## src/rtl/serial_tx_shifter.sv

```systemverilog
// Parallel-to-serial transmitter: valid/ready word capture, one bit per clock on `a`.
// Optional even-parity trailer bit enabled by defining SERIAL_TX_PARITY_EN.
module serial_tx_shifter #(
    parameter int unsigned WIDTH     = 8,
    parameter int unsigned MSB_FIRST = 1
) (
    input  logic             clk,
    input  logic             rst,
    input  logic             in_valid,
    input  logic [WIDTH-1:0] in_data,
    output logic             in_ready,
    output logic             a,
    output logic             a_valid,
    output logic             busy,
    output logic             done
);

    localparam int unsigned CW = $clog2(WIDTH);
    localparam logic [CW-1:0] LAST    = CW'(WIDTH - 1);
    localparam logic [CW-1:0] LAST_M1 = CW'(WIDTH - 2);
    localparam bit MSB = (MSB_FIRST != 0);

`ifdef SERIAL_TX_PARITY_EN
    typedef enum logic [1:0] {
        S_IDLE,
        S_SHIFT,
        S_PARITY
    } state_t;
`else
    typedef enum logic [0:0] {
        S_IDLE,
        S_SHIFT
    } state_t;
`endif

    state_t           r_state;
    state_t           w_state_nxt;
    logic [WIDTH-1:0] r_shift;
    logic [WIDTH-1:0] w_shift_nxt;
    logic [CW-1:0]    r_cnt;
    logic [CW-1:0]    w_cnt_nxt;
    logic             r_a;
    logic             r_a_valid;
    logic             r_busy;
    logic             r_done;
    logic             w_a_nxt;
    logic             w_a_valid_nxt;
    logic             w_busy_nxt;
    logic             w_done_nxt;
    logic             w_last;
    logic             w_hs;
    logic             w_first_bit;
    logic             w_next_bit;
`ifdef SERIAL_TX_PARITY_EN
    logic             r_par;
    logic             w_par_nxt;
`endif

    assign w_last      = (r_state == S_SHIFT) && (r_cnt == LAST);
    assign w_hs        = in_valid && in_ready;
    assign w_first_bit = MSB ? in_data[WIDTH-1] : in_data[0];
    assign w_next_bit  = MSB ? r_shift[WIDTH-2] : r_shift[1];

    // Ready depends only on state/counter so there is no in_valid -> in_ready path.
    always_comb begin
        in_ready = 1'b0;
        if (!rst) begin
            case (r_state)
                S_IDLE:   in_ready = 1'b1;
`ifdef SERIAL_TX_PARITY_EN
                S_SHIFT:  in_ready = 1'b0;
                S_PARITY: in_ready = 1'b1;
`else
                S_SHIFT:  in_ready = w_last;
`endif
                default:  in_ready = 1'b0;
            endcase
        end
    end

    always_ff @(posedge clk or posedge rst) begin
        if (rst) begin
            r_state <= S_IDLE;
        end else begin
            r_state <= w_state_nxt;
        end
    end

    always_comb begin
        w_state_nxt = r_state;
        case (r_state)
            S_IDLE: begin
                if (w_hs) begin
                    w_state_nxt = S_SHIFT;
                end
            end
            S_SHIFT: begin
                if (w_last) begin
`ifdef SERIAL_TX_PARITY_EN
                    w_state_nxt = S_PARITY;
`else
                    w_state_nxt = w_hs ? S_SHIFT : S_IDLE;
`endif
                end
            end
`ifdef SERIAL_TX_PARITY_EN
            S_PARITY: begin
                w_state_nxt = w_hs ? S_SHIFT : S_IDLE;
            end
`endif
            default: w_state_nxt = S_IDLE;
        endcase
    end

    // The first bit is driven straight from in_data at the handshake edge, so the
    // shift register always holds the full word and the next bit sits one position in.
    always_comb begin
        w_a_nxt       = 1'b0;
        w_a_valid_nxt = 1'b0;
        w_busy_nxt    = 1'b0;
        w_done_nxt    = 1'b0;
        w_shift_nxt   = r_shift;
        w_cnt_nxt     = r_cnt;
`ifdef SERIAL_TX_PARITY_EN
        w_par_nxt     = r_par;
`endif
        if (w_hs) begin
            w_a_nxt       = w_first_bit;
            w_a_valid_nxt = 1'b1;
            w_busy_nxt    = 1'b1;
            w_shift_nxt   = in_data;
            w_cnt_nxt     = '0;
`ifdef SERIAL_TX_PARITY_EN
            w_par_nxt     = ^in_data;
`endif
        end else begin
            case (r_state)
                S_SHIFT: begin
                    if (!w_last) begin
                        w_a_nxt       = w_next_bit;
                        w_a_valid_nxt = 1'b1;
                        w_busy_nxt    = 1'b1;
                        w_shift_nxt   = MSB ? (r_shift << 1) : (r_shift >> 1);
                        w_cnt_nxt     = r_cnt + CW'(1);
`ifdef SERIAL_TX_PARITY_EN
                        w_done_nxt    = 1'b0;
`else
                        w_done_nxt    = (r_cnt == LAST_M1);
`endif
                    end else begin
                        w_shift_nxt = '0;
                        w_cnt_nxt   = '0;
`ifdef SERIAL_TX_PARITY_EN
                        w_a_nxt       = r_par;
                        w_a_valid_nxt = 1'b1;
                        w_busy_nxt    = 1'b1;
                        w_done_nxt    = 1'b1;
`endif
                    end
                end
`ifdef SERIAL_TX_PARITY_EN
                S_PARITY: begin
                    w_shift_nxt = '0;
                    w_cnt_nxt   = '0;
                    w_par_nxt   = 1'b0;
                end
`endif
                default: begin
                    w_cnt_nxt = r_cnt;
                end
            endcase
        end
    end

    always_ff @(posedge clk or posedge rst) begin
        if (rst) begin
            r_shift   <= '0;
            r_cnt     <= '0;
            r_a       <= 1'b0;
            r_a_valid <= 1'b0;
            r_busy    <= 1'b0;
            r_done    <= 1'b0;
`ifdef SERIAL_TX_PARITY_EN
            r_par     <= 1'b0;
`endif
        end else begin
            r_shift   <= w_shift_nxt;
            r_cnt     <= w_cnt_nxt;
            r_a       <= w_a_nxt;
            r_a_valid <= w_a_valid_nxt;
            r_busy    <= w_busy_nxt;
            r_done    <= w_done_nxt;
`ifdef SERIAL_TX_PARITY_EN
            r_par     <= w_par_nxt;
`endif
        end
    end

    assign a       = r_a;
    assign a_valid = r_a_valid;
    assign busy    = r_busy;
    assign done    = r_done;

endmodule

```

## config.mk

```make
export PLATFORM = sky130hd
export DESIGN_NAME = serial_tx_shifter
export DESIGN_NICKNAME = d
export VERILOG_FILES = /design/src/rtl/serial_tx_shifter.sv
export SDC_FILE = /design/constraint.sdc
export NUM_CORES = 1
export LEC_CHECK = 0
export ABC_AREA = 1
export CORE_MARGIN = 8
export CORE_UTILIZATION = 50
export DETAILED_ROUTE_END_ITERATION = 8
export GPL_ROUTABILITY_DRIVEN = 1
export PLACE_DENSITY = 0.8
export SLEW_MARGIN = 40
export SYNTH_ARGS = -nofsm -noshare
export SYNTH_HDL_FRONTEND = slang
export SYNTH_SLANG_ARGS = --single-unit
```

## constraint.sdc

```tcl
create_clock -name clk -period 3.1 [get_ports clk]
set_input_delay 0.62 -clock clk [delete_from_list [all_inputs] [get_ports clk]]
set_output_delay 0.62 -clock clk [all_outputs]
set_load 0.01 [all_outputs]
```

Word level (Yosys, flattened, before mapping)
Index checks and enable logic that the tools add are counted.

Output and inout port bits: 5. Input port bits: 11. Word-level logic and storage cells: 33. Bits in registers: 14.

Equal/unequal tests: 2. Muxes and demuxes: 20. Reduce and logical (&&, ||, !) cells: 3. Add/subtract/negate cells: 1. Bitwise logic cells: 1.

Operator list (count): 7-bit 2-to-1 mux (3); 1-bit 2-to-1 mux (12); 3-bit 2-to-1 mux (3); 3-bit == test (second input constant) (2); 1-bit case mux with 2 select lines (2); 3-bit by 1-bit adder with 3-bit output (second input constant) (1); 1-bit logical AND (2); 2-bit nonzero test (1); 1-bit NOT (1).

Depth between registers and ports, before layout
Depth in word-level cells: 8. Depth in mapped cells: 8. Gate-level depth less buffers: 8.

Least setup slack after synthesis
OpenSTA, ideal clock, no wires.

Path kind: register -> output. Start: register r_cnt[0]. End: output port in_ready. Stages on the path, launching flop included: 7. Data arrival time: 1.078 ns. Path buffers: 0. Data required time: 2.480 ns. Setup slack: 1.402 ns. Path through: dfrtp_1 ha_1 ha_1 inv_1 nand2_4 inv_2 nor2_1.

Cells in the longest elaborated chain, start to end: 4.

RTL lines: start, declared (line 40) `logic [CW-1:0] r_cnt;`; start signal, assigned (line 188) `r_cnt <= w_cnt_nxt;`; 3-bit == test (line 59) `assign w_last = (r_state == S_SHIFT) && (r_cnt == LAST);`; 1-bit logical AND (line 59); 1-bit case mux with 2 select lines (line 68) `case (r_state)`; 1-bit 2-to-1 mux (line 67) `if (!rst) begin`; end, declared (line 11) `output logic in_ready,`.

No other way between the ends.

Worst setup path after layout
Same ends and word-level chain as after synthesis.

==> impl_metrics.py <==
metrics = {
    "logic_synthesis": {
        "synth_seq_cells": 14,
        "syn-cell-area_um2": 692,
        "avgSynthCellArea_um2": 9.48,
        "synth_warnings": 0,
        "synthCells": 73,
        "yosysSeqAreaShare_pct": 50.6,
        "syn-num-nets": 87,
        "synth_cell_types": 14,
    },
    "clock_network": {
        "clk_pin_slew_ps": 90,
        "cts_sinks": 14,
        "cts-resized-gates": 0,
        "cts_tree": "done",
        "hold_buffers": 0,
        "ctsHtreeMaxLevel": 1,
        "cts_buffer_depth": 2,
        "clk_latency_ps": 280,
        "cts_made_buffers": 3,
        "post_cts_buffers": 0,
        "cts_root_buffer": "clkbuf_4",
    },
    "power": {
        "sw_frac_of_total_pct": 37.7,
        "power_density_nw_per_um2": 856,
        "p_seq_share_pct": 40.8,
        "leakagePower_nw": 0.410,
        "clkPwrFrac_pct": 18.1,
        "power_frac_comb_pct": 41.1,
        "internal_power_mw": 0.454,
        "vdd_ir_drop_max_v": 0.000429,
        "power.switching_mw": 0.275,
    },
    "detailed_routing": {
        "drt_pre_antenna_iters": 4,
        "drc": 0,
        "detail-route-antenna-nets": 0,
        "routedWlPerCell_um": 13.3,
        "via_per_inst": 5.51,
        "wl_um": 1360,
        "vias": 562,
        "drt_iter0_markers": 8,
    },
    "placement": {
        "gp_congestion": 0.682,
        "io_buffer_count": 15,
        "dp_hpwl_um": 987,
    },
    "floorplan": {
        "initial_core_util_pct": 53.2,
        "die_y_um": 53.2,
        "ios": 16,
        "design.core.area_um2": 1300,
        "die_w_um": 53.2,
        "dieArea_um2": 2830,
        "fp-row-count": 13,
    },
    "layout": {
        "final_common_cell": "nand3_1",
        "antenna_cells": 0,
        "layout_common_cells": "16 x nand3_1, 15 x nand2_1, 15 x clkdlybuf4s50_1",
        "syn_to_final_growth_pct": 23.1,
        "drive_gt1_share_pct": 11.5,
        "fin_nets": 102,
        "fin_util_pct": 65.5,
    },
    "worst_hold_path": {
        "hold_path.startpoint": "r_shift[4]",
        "hold_class": "reg2reg",
    },
    "timing": {
        "finalSetupViolCount": 0,
        "fin_skew_ps": 3.21,
        "fmax_ghz": 0.380,
        "fin_tns_setup_ps": 0,
        "period_share_pct": 85.0,
        "worst_pin_slew_ps": 422,
        "hold_ws_ps": 499,
        "fin_crit_ps": 2630,
        "hold_viol": 0,
        "maxSlewHeadroom_pct": 71.8,
        "rsz0062_at_grt": "false",
        "slew_viol_final": 0,
    },
    "global_routing": {
        "antenna_found_initial": 0,
        "grt_max_degree": 22,
        "grt_pass1_vias": 570,
        "overflow": 0,
        "grt_use_total_pct": 11.1,
        "grt_first_pass_wirelength_um": 2410,
    },
    "worst_setup_path": {
        "crit_fanout": 12,
        "path_class": "reg2out",
        "crit_top_cell": "ha_1",
        "cp-startpoint": "r_cnt[0]",
        "arrival_ps": 2010,
        "critPathSlowestCell": "clkdlybuf4s50_1",
        "crit_chain": "ha_1, ha_1, inv_1, nand2_4, inv_2, nor2_1, clkdlybuf4s50_1",
        "crit_path_end_kind": "output pin",
        "cp-start-kind": "flip-flop",
        "cpLargestDelayFamily": "buffers and inverters",
        "required_ps": 2480,
        "max_stage_delay_ps": 480,
        "rr_startpoint": "r_cnt[0]",
        "crit_buf_inv": 3,
    },
    "run": {
        "drv_cap": 0,
    },
    "run_status": {
        "status": "finished, final reports clean",
    },
}
[cell type report]
class                           count  area (um^2)
Sequential cell                    14          350
Clock buffer                        4         36.3
Tap cell                           15         18.8
Fill cell                         139          449
Multi-Input combinational cell     47          270
Timing Repair Buffer               15          150
Inverter                            7         26.3
[through the flow]
| stage | instance area, um^2 | worst slack [ps] | power (mW) | instances |
|---|---|---|---|---|
| floorplan | 692 | 1400 | 0.528 | 73 |
| global placement | 816 | 740 | 0.586 | 98 |
| detailed placement | 816 | 711 | 0.603 | 98 |
| CTS | 852 | 453 | 0.736 | 102 |
| global route | 852 | 331 | 0.785 | 102 |
| finish | 852 | 466 | 0.729 | 102 |
[cells in the mapped netlist]
cell type  number  share of area (%)
inv_1           5                2.7
nand4_1         6                5.4
o21ai_0         1               0.72
inv_2           2                1.1
buf_4           3                3.3
nand3_4         1                2.5
buf_6           2                3.3
ha_1            3                5.4
nor2_1          2                1.1
dfrtp_1        14                 51
nand2_1        15                8.1
nand2_4         1                1.6
o21ai_2         2                2.5
nand3_1        16                 12
[path summary, 6_finish.rpt]
path | cells after the start | slack [ps] | end
worst max-delay path | 7 | 470 | in_ready
worst min-delay path | 2 | 500 | r_shift[5]
worst max register to register | 8 | 1620 | r_shift[0]
worst min register to register | 2 | 500 | r_shift[5]
max in group asynchronous | 2 | 2130 | r_cnt[0]
min in group asynchronous | 2 | 680 | r_shift[0]
[logic make-up (layout without fill, tap and decap cells)]
kind of cell	after synthesis	after routing	synth area share, %
and+or+nand+nor	41	41	30.4
DFF	14	14	50.6
buffers and inverters	12	26	10.3
adders and majority gates	3	3	5.43
AOI/OAI and AO/OA	3	3	3.25
[flip-flops by register name, indices dropped and copies added (netlist names)]
register and count:
done 1, r_cnt 3, busy 1, a 1, r_shift 7, r_state 1
[worst min-delay path: stages (launching register included)]
cell,delay (ps)
dfrtp_1,350
nand2_1,50
nand3_1,70
[per-layer routing]
metal  track usage, %  share of wire, %  vias up
met4             7.14              0.66        0
met5                0                 0        -
met2             16.8                45       21
met3             3.64               7.9        2
met1             13.2                46      270
li1                 -                 -      269
[power by group through the flow]
stage | clock network, mW | logic (mW) | registers [mW]
finish | 0.132 | 0.300 | 0.298
global route | 0.146 | 0.332 | 0.307
CTS | 0.135 | 0.303 | 0.298
detailed placement | 0 | 0.302 | 0.302
global placement | 0 | 0.290 | 0.297
floorplan | 0 | 0.229 | 0.299
Power figures use the tool's default switching activity.
